File: config.mk
export PLATFORM = sky130hd
export DESIGN_NAME = spi_flash_responder_flat
export DESIGN_NICKNAME = d
export VERILOG_FILES = /design/src/rtl/spi_flash_responder_if.sv /design/src/rtl/spi_flash_responder.sv /design/src/flat_wrapper.sv
export SDC_FILE = /design/constraint.sdc
export NUM_CORES = 1
export LEC_CHECK = 0
export ABC_CLOCK_PERIOD_IN_PS = 3000
export BUFFER_PORTS_ARGS = -buffer_cell sky130_fd_sc_hd__buf_2
export CAP_MARGIN = 5
export CORE_MARGIN = 10
export CORE_UTILIZATION = 55
export DETAILED_ROUTE_END_ITERATION = 10
export PLACE_DENSITY = 0.75
export SYNTH_ARGS = -nofsm -noshare
export SYNTH_HDL_FRONTEND = slang
export SYNTH_SLANG_ARGS = --single-unit
File: constraint.sdc
create_clock -name clk -period 3 [get_ports clk]
set_clock_uncertainty 0.1 [all_clocks]
set_input_delay 0.45 -clock clk [delete_from_list [all_inputs] [get_ports clk]]
set_output_delay 0.45 -clock clk [all_outputs]
set_load 0.02 [all_outputs]
File: src/rtl/spi_flash_responder_if.sv
// SPI/QSPI flash pin bundle plus the byte-memory read port of the flash responder.
// Latency: none, wires only.
// Backpressure: none; the memory answers exactly 1 clk after mem_rd.
// Ports: sclk/cs_n/qdi from the initiator; qdo/oe back to the pads;
//        mem_addr/mem_rd to the byte memory; mem_data returned from it.
interface spi_flash_responder_if #(
  parameter int AW = 24
);
  logic          sclk;
  logic          cs_n;
  logic [3:0]    qdi;
  logic [3:0]    qdo;
  logic [3:0]    oe;
  logic [AW-1:0] mem_addr;
  logic          mem_rd;
  logic [7:0]    mem_data;

  // slave: the flash responder
  modport slave (
    input  sclk, cs_n, qdi, mem_data,
    output qdo, oe, mem_addr, mem_rd
  );

  // master: the flash initiator together with the backing memory
  modport master (
    output sclk, cs_n, qdi, mem_data,
    input  qdo, oe, mem_addr, mem_rd
  );
endinterface

File: src/rtl/spi_flash_responder.sv
// SPI mode-0 flash target (03h/0Bh/6Bh read, 9Fh JEDEC ID, 05h status) served from a byte memory.
// Latency: 2-3 clk input sync, outputs update 1 clk after a detected sclk fall.
// Backpressure: none; the initiator paces everything through sclk, the memory answers in 1 clk.
// Ports: clk, rst_n (async active-low), bus (spi_flash_responder_if.slave).
// Build option: define FLASH_QUAD_EN to support the 6Bh quad output read; otherwise
// 6Bh is ignored, only lane 1 can ever be driven and the nibble datapath is absent.
module spi_flash_responder #(
  parameter int          AW       = 24,
  parameter logic [23:0] JEDEC_ID = 24'hEF4016,
  parameter int          DUMMY    = 8
) (
  input  logic                  clk,
  input  logic                  rst_n,
  spi_flash_responder_if.slave  bus
);

  typedef enum logic [2:0] {
    S_IDLE, S_CMD, S_ADDR, S_DUMMY, S_DATA, S_ID, S_STAT, S_IGNORE
  } state_t;

  localparam logic [7:0] DUMMY_LAST = 8'(DUMMY - 1);

  // synchronizer layout: {sclk, cs_n, qdi[3:0]}
  logic [5:0]    syn_meta_q, syn_meta_d;
  logic [5:0]    syn_q, syn_d;
  logic [1:0]    prev_q, prev_d;        // {sclk, cs_n} one cycle behind syn_q

  state_t        state_q, state_d;
  logic [7:0]    cnt_q, cnt_d;          // shift / dummy / bit-in-byte counter
  logic [7:0]    cmd_q, cmd_d;
  logic [AW-1:0] addr_q, addr_d;        // address of the most recently fetched byte
  logic [7:0]    cur_q, cur_d;          // remaining bits of the byte on the wire
  logic [7:0]    hold_q, hold_d;        // next byte, filled by the fetch/prefetch
  logic          pend_q, pend_d;        // mem_data is valid this cycle
  logic [1:0]    id_idx_q, id_idx_d;
  logic          mem_rd_q, mem_rd_d;
  logic [AW-1:0] mem_addr_q, mem_addr_d;
`ifdef FLASH_QUAD_EN
  logic          quad_q, quad_d;
  logic [3:0]    qdo_q, qdo_d;
  logic [3:0]    oe_q, oe_d;
`else
  logic          qdo_q, qdo_d;          // lane 1 only
  logic          oe_q, oe_d;
`endif

  logic          sclk_s, cs_s, qd0;
  logic          rise, fall, cs_fall;
  logic [7:0]    id_byte;
  logic [7:0]    nb;                    // bits/nibble source for this fall
  logic          unused_qdi_hi;

  assign sclk_s  = syn_q[5];
  assign cs_s    = syn_q[4];
  assign qd0     = syn_q[0];
  assign rise    = sclk_s & ~prev_q[1];
  assign fall    = ~sclk_s & prev_q[1];
  assign cs_fall = ~cs_s & prev_q[0];

  // only lane 0 carries command/address bits; upper lanes are synchronized but unused
  assign unused_qdi_hi = ^syn_q[3:1];

  always_comb begin
    syn_meta_d = {bus.sclk, bus.cs_n, bus.qdi};
    syn_d      = syn_meta_q;
    prev_d     = syn_q[5:4];
    state_d    = state_q;
    cnt_d      = cnt_q;
    cmd_d      = cmd_q;
    addr_d     = addr_q;
    cur_d      = cur_q;
    hold_d     = pend_q ? bus.mem_data : hold_q;
    pend_d     = mem_rd_q;
    id_idx_d   = id_idx_q;
    mem_rd_d   = 1'b0;
    mem_addr_d = mem_addr_q;
    qdo_d      = qdo_q;
    oe_d       = oe_q;
`ifdef FLASH_QUAD_EN
    quad_d     = quad_q;
`endif

    case (id_idx_q)
      2'd0:    id_byte = JEDEC_ID[23:16];
      2'd1:    id_byte = JEDEC_ID[15:8];
      2'd2:    id_byte = JEDEC_ID[7:0];
      default: id_byte = 8'h00;
    endcase

    // At a byte boundary take a fresh byte; hold_d (not hold_q) lets data that
    // lands in this very cycle go straight out.
    nb = cur_q;
    if (cnt_q == 8'd0) begin
      case (state_q)
        S_DATA:  nb = hold_d;
        S_ID:    nb = id_byte;
        default: nb = 8'h00;
      endcase
    end

    if (cs_s) begin
      state_d  = S_IDLE;
      cnt_d    = 8'd0;
      oe_d     = '0;
      qdo_d    = '0;
    end else begin
      case (state_q)
        S_IDLE: begin
          if (cs_fall) begin
            state_d = S_CMD;
            cnt_d   = 8'd0;
          end
        end
        S_CMD: begin
          if (rise) begin
            cmd_d = {cmd_q[6:0], qd0};
            if (cnt_q == 8'd7) begin
              cnt_d    = 8'd0;
              id_idx_d = 2'd0;
`ifdef FLASH_QUAD_EN
              quad_d   = 1'b0;
`endif
              case (cmd_d)
                8'h03, 8'h0B: state_d = S_ADDR;
`ifdef FLASH_QUAD_EN
                8'h6B: begin
                  state_d = S_ADDR;
                  quad_d  = 1'b1;
                end
`endif
                8'h9F:   state_d = S_ID;
                8'h05:   state_d = S_STAT;
                default: state_d = S_IGNORE;
              endcase
            end else begin
              cnt_d = cnt_q + 8'd1;
            end
          end
        end
        S_ADDR: begin
          if (rise) begin
            // shifting through an AW-bit register drops the address bits above AW
            addr_d = {addr_q[AW-2:0], qd0};
            if (cnt_q == 8'd23) begin
              cnt_d      = 8'd0;
              mem_rd_d   = 1'b1;
              mem_addr_d = addr_d;
              if (cmd_q == 8'h03 || DUMMY == 0) state_d = S_DATA;
              else                              state_d = S_DUMMY;
            end else begin
              cnt_d = cnt_q + 8'd1;
            end
          end
        end
        S_DUMMY: begin
          if (rise) begin
            if (cnt_q == DUMMY_LAST) begin
              cnt_d   = 8'd0;
              state_d = S_DATA;
            end else begin
              cnt_d = cnt_q + 8'd1;
            end
          end
        end
        S_DATA, S_ID, S_STAT: begin
          if (fall) begin
            if (cnt_q == 8'd0) begin
              if (state_q == S_DATA) begin
                // prefetch the following byte while this one shifts out
                addr_d     = addr_q + 1'b1;
                mem_rd_d   = 1'b1;
                mem_addr_d = addr_q + 1'b1;
              end
              if (state_q == S_ID && id_idx_q != 2'd3) id_idx_d = id_idx_q + 2'd1;
            end
`ifdef FLASH_QUAD_EN
            if (quad_q) begin
              qdo_d = nb[7:4];
              oe_d  = 4'b1111;
              cur_d = {nb[3:0], 4'h0};
              cnt_d = (cnt_q == 8'd1) ? 8'd0 : cnt_q + 8'd1;
            end else begin
              qdo_d = {2'b00, nb[7], 1'b0};
              oe_d  = 4'b0010;
              cur_d = {nb[6:0], 1'b0};
              cnt_d = (cnt_q == 8'd7) ? 8'd0 : cnt_q + 8'd1;
            end
`else
            qdo_d = nb[7];
            oe_d  = 1'b1;
            cur_d = {nb[6:0], 1'b0};
            cnt_d = (cnt_q == 8'd7) ? 8'd0 : cnt_q + 8'd1;
`endif
          end
        end
        default: ;  // S_IGNORE: stay silent until cs_n rises
      endcase
    end
  end

  always_ff @(posedge clk or negedge rst_n) begin
    if (!rst_n) begin
      syn_meta_q <= 6'b01_0000;
      syn_q      <= 6'b01_0000;
      prev_q     <= 2'b01;
      state_q    <= S_IDLE;
      cnt_q      <= 8'd0;
      cmd_q      <= 8'd0;
      addr_q     <= '0;
      cur_q      <= 8'd0;
      hold_q     <= 8'd0;
      pend_q     <= 1'b0;
      id_idx_q   <= 2'd0;
      mem_rd_q   <= 1'b0;
      mem_addr_q <= '0;
      qdo_q      <= '0;
      oe_q       <= '0;
`ifdef FLASH_QUAD_EN
      quad_q     <= 1'b0;
`endif
    end else begin
      syn_meta_q <= syn_meta_d;
      syn_q      <= syn_d;
      prev_q     <= prev_d;
      state_q    <= state_d;
      cnt_q      <= cnt_d;
      cmd_q      <= cmd_d;
      addr_q     <= addr_d;
      cur_q      <= cur_d;
      hold_q     <= hold_d;
      pend_q     <= pend_d;
      id_idx_q   <= id_idx_d;
      mem_rd_q   <= mem_rd_d;
      mem_addr_q <= mem_addr_d;
      qdo_q      <= qdo_d;
      oe_q       <= oe_d;
`ifdef FLASH_QUAD_EN
      quad_q     <= quad_d;
`endif
    end
  end

  assign bus.mem_rd   = mem_rd_q;
  assign bus.mem_addr = mem_addr_q;
`ifdef FLASH_QUAD_EN
  assign bus.qdo = qdo_q;
  assign bus.oe  = oe_q;
`else
  assign bus.qdo = {2'b00, qdo_q, 1'b0};
  assign bus.oe  = {2'b00, oe_q, 1'b0};
`endif

endmodule

File: src/flat_wrapper.sv
// flat-port wrapper written by rule: the top's interface ports become plain ports
module spi_flash_responder_flat 
#(
  parameter int          AW       = 24,
  parameter logic [23:0] JEDEC_ID = 24'hEF4016,
  parameter int          DUMMY    = 8
)
  (clk, rst_n, bus_sclk, bus_cs_n, bus_qdi, bus_mem_data, bus_qdo, bus_oe, bus_mem_addr, bus_mem_rd);
  spi_flash_responder_if #(.AW(AW)) bus_i ();
  input  logic clk;
  input  logic rst_n;
  input wire logic [$bits(bus_i.sclk)-1:0] bus_sclk;
  input wire logic [$bits(bus_i.cs_n)-1:0] bus_cs_n;
  input wire logic [$bits(bus_i.qdi)-1:0] bus_qdi;
  input wire logic [$bits(bus_i.mem_data)-1:0] bus_mem_data;
  output wire logic [$bits(bus_i.qdo)-1:0] bus_qdo;
  output wire logic [$bits(bus_i.oe)-1:0] bus_oe;
  output wire logic [$bits(bus_i.mem_addr)-1:0] bus_mem_addr;
  output wire logic [$bits(bus_i.mem_rd)-1:0] bus_mem_rd;
  assign bus_i.sclk = bus_sclk;
  assign bus_i.cs_n = bus_cs_n;
  assign bus_i.qdi = bus_qdi;
  assign bus_i.mem_data = bus_mem_data;
  assign bus_qdo = bus_i.qdo;
  assign bus_oe = bus_i.oe;
  assign bus_mem_addr = bus_i.mem_addr;
  assign bus_mem_rd = bus_i.mem_rd;
  spi_flash_responder #(.AW(AW), .JEDEC_ID(JEDEC_ID), .DUMMY(DUMMY)) u_core (.clk(clk), .rst_n(rst_n), .bus(bus_i));
endmodule
Word-level counts from Yosys, hierarchy flattened. Index checks and enable logic that the tools add are counted.

$add $sub $neg: 3. Multiply operators: 0. Div/mod/pow operators: 0. $lt $le $gt $ge: 0. Equality and inequality tests: 33. Shift operators: 0. Muxes and demuxes: 50. Bitwise operators: 6. Reduce and logical (&&, ||, !) cells: 21.

Operators with widths (count): $mux 24 (6); $pmux 24 s2 (2); $mux 8 (9); $pmux 8 s4 (1); $mux 3 (9); $ne 3x1->1 const B (9); $add 24x1->24 const B (1); $pmux 8 s3 (1); $eq 8x2->1 const B (2); $eq 8x3->1 const B (2); $ne 2x1->1 const B (8); $pmux 8 s2 (1); $reduce_and 7->1 (2); $mux 1 (12); $pmux 3 s4 (1); $mux 2 (5); $reduce_bool 5->1 (2); $eq 3x3->1 const B (3); $pmux 3 s3 (1); $add 8x1->8 const B (1); $eq 8x4->1 const B (1); $eq 8x5->1 const B (1); $eq 8x8->1 const B (1); $logic_not 8->1 (1); 21 further kinds (31).

Register bits: 102. Latch bits: 0. Memory bits (writable): 0. ROM bits: 0. Bits of input ports: 16. Output and inout bits: 33. Logic and storage cells: 128. Memories: 0.

Longest topological paths before layout.
Word-level depth: 7. Gate-level depth with buffers: 8. Mapped depth without buffers: 7.

Worst setup path after synthesis. Ideal clock, no wire load.

Kind: flip-flop to flip-flop. Start: register u_core.cmd_q[3]. End: register u_core.state_q[2]. Setup time: 0.077 ns. Data arrival time: 2.034 ns. Required time: 2.823 ns. Path slack: 0.788 ns. Stages on the path, launching flop included: 6. Buffers on the path: 0. Period minus slack after synthesis: 2.212 ns. Cells stage by stage: dfrtp_1 -> or4_4 -> or4b_4 -> o21a_1 -> or3_1 -> a21oi_1.

Word-level cells in the longest chain between the ends: 7. Elaborated cells on any way between the ends: 14. Those cells by class: 5 x eq/ne; 8 x mux; 1 x reduce/logical.

RTL lines: start: declaration (RTL line spi_flash_responder.sv:30) `logic [7:0] cmd_q, cmd_d;`; start signal: assignment (RTL line spi_flash_responder.sv:227) `cmd_q <= cmd_d;`; $eq 8x2->1 / $eq 8x4->1 (equally long branches) (RTL line spi_flash_responder.sv:123) `case (cmd_d)`; $reduce_or 2->1 (RTL line spi_flash_responder.sv:123); $pmux 3 s3 (RTL line spi_flash_responder.sv:123); $mux 3 (RTL line spi_flash_responder.sv:117) `if (cnt_q == 8'd7) begin`; $mux 3 (RTL line spi_flash_responder.sv:115) `if (rise) begin`; $pmux 3 s4 (*) (RTL line spi_flash_responder.sv:107) `case (state_q)`; $mux 3 (*) (RTL line spi_flash_responder.sv:101) `if (cs_s) begin`; end signal: assignment (RTL line spi_flash_responder.sv:225) `state_q <= state_d;`; end: declaration (RTL line spi_flash_responder.sv:28) `state_t state_q, state_d;`.

Mark *: on every way between the ends. The rest lies on a longest branch, timed or not. The select of a mux whose other input is x is not followed. A chain may end at the register's enable or synchronous reset.

Worst setup path in the final report.
Start: register u_core.cnt_q[3]. End: register u_core.mem_addr_q[14] (netlist: u_core.bus.mem_addr[14]).

Word-level cells in the longest chain between the ends: 3. Elaborated cells on any way between the ends: 5. Those cells by class: 3 x eq/ne; 2 x reduce/logical.

RTL lines: start: declaration (RTL line spi_flash_responder.sv:29) `logic [7:0] cnt_q, cnt_d;`; start signal: assignment (RTL line spi_flash_responder.sv:226) `cnt_q <= cnt_d;`; $eq 8x5->1 / $logic_not 8->1 (equally long branches) (RTL line spi_flash_responder.sv:144, spi_flash_responder.sv:167); $ne 2x1->1 (no source line); $reduce_and 7->1 (no source line) (*); end signal: assignment (RTL line spi_flash_responder.sv:234) `mem_addr_q <= mem_addr_d;`; end: declaration (RTL line spi_flash_responder.sv:37) `logic [AW-1:0] mem_addr_q, mem_addr_d;`.

Mark *: on every way between the ends. The rest lies on a longest branch, timed or not.

==> impl_metrics.tcl <==
set metrics [dict create \
    antenna_left 0 \
    drive_gt1_share_pct 17.38 \
    grt_pass1_vias 4269 \
    netlist_area_mm2 0.005404 \
    final_nets 623 \
    worst_path_dominant_cell_family "simple AND/OR/NAND/NOR gates" \
    critPathCaptureType "flop" \
    reg2reg_from "u_core.cnt_q[3]" \
    ys_types 74 \
    die_area_mm2 0.01419 \
    initial_utilization_pct 55.80 \
    p_int_w 0.002139 \
    maxCapViolCount 0 \
    ctsResizeCount 0 \
    slew_headroom_pct 55.80 \
    dpl_cell_area_mm2 0.005659 \
    drt-pass1-iter-count 5 \
    routed_wl_um 12050 \
    fin_crit_ps 2472 \
    setup_viol 0 \
    cts_tree "built" \
    syn2layout_area_growth_pct 8.266 \
    met3_length_um 926 \
    switching_share_pct 31.93 \
    route.detailed.drc 0 \
    post_cts.repair.setup_buffers 0 \
    most-common-layout-cells "dfrtp_1, nand2_1, nor2_1" \
    startpoint "u_core.cnt_q[3]" \
    n_fill_cell 857 \
    p_sw_w 0.001003 \
    holdBufCountCts 0 \
    ios 49 \
    dp_cells 721 \
    wl_met2_um 5406 \
    top_layer_used "met4" \
    dp_hpwl_um 8583 \
    antenna_cells 0 \
    gp_congestion 0.9173 \
    ys_ff_latch 96 \
    grt_use_total_pct 16.88 \
    clk_latency_ps 360 \
    ys_warn_count 0 \
    cp-start-kind "flop" \
    yosysSeqAreaShare_pct 44.52 \
    report.final.slew_viol_count 0 \
    htree_levels 3 \
    worst_slew_pin_slew_ps 661.6 \
    final_cells 737 \
    status "complete, but fails checks" \
    design.core.area_mm2 0.009684 \
    pwr-share-clk_pct 26.8 \
    vias_per_cell 6.056 \
    grt_pass1_wl_um 20490 \
    crit_path_max_fanout 20 \
    cts_max_path_buffers 2 \
    max_freq_mhz 404.6 \
    p_seq_share_pct 52.5 \
    crit_slowest_cell "or4_1" \
    finalInstanceArea_mm2 0.005851 \
    grt_max_degree 50 \
    hold_slack_ps -10.32 \
    grt_overflow 0 \
    synthCells 579 \
    combPwrFrac_pct 20.7 \
    worstPathRequired_ps 3150 \
    synth.avg_cell_area_um2 9.333 \
    ys.flop_type "dfrtp_1" \
    clkSlewWorstSetupHoldPaths_ps 90 \
    wl_per_cell_um 16.35 \
    powerDensity_mw_per_mm2 537.1 \
    cp_slowest_stage_delay_ps 650 \
    port_buffers 39 \
    cts_root_buf "clkbuf_8" \
    cp.buffers_inverters 1 \
    async_flop_share_pct 100.0 \
    crit_chain "or4_1, o211ai_1, nand3b_1, buf_4, o41ai_1" \
    r2r_slack_ps 530 \
    critPathArrivalTime_ps 2620 \
    violations "negative hold slack" \
    mostFrequentLayoutCell "dfrtp_1" \
    cts_sinks 96 \
    vias 4463 \
    fin_crit_sh_pct 82.39 \
    dr.first_iter.drc_count 395 \
    numCtsBuffers 9 \
    die_h_um 119.1 \
    die_w_um 119.1 \
    wl_met1_um 5570 \
    rsz0062_at_grt "no" \
    ir_drop_uv 415.9 \
    antenna_found_initial 0 \
    hold_viol_final 6 \
    power.static_leakage_nw 2.632 \
    min_path_type "input port to async pin" \
    fp-row-count 36 \
    critPathKind "flop to flop" \
    tns_ps 0 \
    synth_edf_count 0 \
]
registers in the layout, indices dropped and copies added, names as in the netlist:
signal and count:
u_core.addr_q 24, u_core.bus.mem_addr 24, u_core.cmd_q 8, u_core.cnt_q 8, u_core.hold_q 8, u_core.cur_q 7, u_core.state_q 3, u_core.syn_d 3
u_core.syn_q 3, u_core.id_idx_q 2, u_core.prev_q 2, u_core.bus.mem_rd 1, u_core.oe_q 1, u_core.pend_q 1, u_core.qdo_q 1
area by class of cell:
class	instances	area, um^2	share of cell area, %
repair buffers	55	342.8	5.860
clock buffers	14	152.6	2.609
well taps	133	166.4	2.844
inverters	11	41.29	0.7057
clock inverters	2	38.79	0.6630
flip-flops and latches	96	2406	41.12
multi-input cells	426	2703	46.19
kinds of logic after synthesis:
| family | Yosys count | synth area share [%] |
|---|---|---|
| buffers and inverters | 62 | 6.020 |
| muxes | 35 | 7.154 |
| AOI/OAI and AO/OA | 160 | 19.89 |
| other | 1 | 0.06939 |
| adders and majority gates | 8 | 1.852 |
| DFF | 96 | 44.52 |
| xor gates and xnor gates | 5 | 0.8105 |
| and+or+nand+nor | 212 | 19.68 |
power by group through the flow:
stage	registers, W	logic, W	clock network [W]
6_report	0.00165	0.000649	0.000843
5_1_grt	0.00168	0.000733	0.000919
4_1_cts	0.00165	0.000653	0.000858
3_5_place_dp	0.00167	0.000649	0
3_3_place_gp	0.00166	0.000634	0
2_1_floorplan	0.00163	0.000511	0
worst reg2reg max path, delay by kind of cell (launching register included):
family,cells,cell delay [ps]
AND/OR/NAND/NOR,2,850
buffers and inverters,1,260
AO/OA/AOI/OAI,2,710
flip-flops,1,450
per-stage QoR:
stage	total power [W]	worst slack, ps	utilization [%]
6_report	0.003142	528.3	60.41
5_1_grt	0.003332	352.2	60.41
4_1_cts	0.003158	514.0	60.41
3_5_place_dp	0.002320	544.0	58.44
3_3_place_gp	0.002293	596.6	58.44
2_1_floorplan	0.002138	788.2	-
path summary, 6_finish.rpt:
kind                                           end  cells after the start
max                        u_core.bus.mem_addr[14]                      5
min                                  u_core.pend_q                      1
max reg2reg                u_core.bus.mem_addr[14]                      5
min reg2reg                        u_core.syn_q[0]                      0
max in group asynchronous          u_core.syn_q[4]                      2
min in group clk                   u_core.syn_d[4]                      1
synthesized netlist by cell type (all sizes together), types with 10 or more instances:
library cell | count | share of area [%]
dfrtp | 93 | 43
buf | 18 | 2.0
nand4 | 13 | 1.5
mux2 | 29 | 6.0
clkbuf | 33 | 3.2
inv | 10 | 0.69
a21oi | 45 | 4.2
nand3 | 20 | 1.9
nand2 | 67 | 4.7
a211oi | 12 | 1.7
and3 | 10 | 1.2
o21ai | 25 | 2.3
nor2 | 46 | 3.2
routing by layer:
| metal | GRT usage [%] | vias to the layer above |
|---|---|---|
| met5 | 0 | - |
| met4 | 4.962 | 0 |
| met3 | 3.259 | 11 |
| met2 | 26.35 | 164 |
| met1 | 23.27 | 2148 |
| li1 | - | 2140 |
No activity file was read; power rests on OpenSTA's default activity.
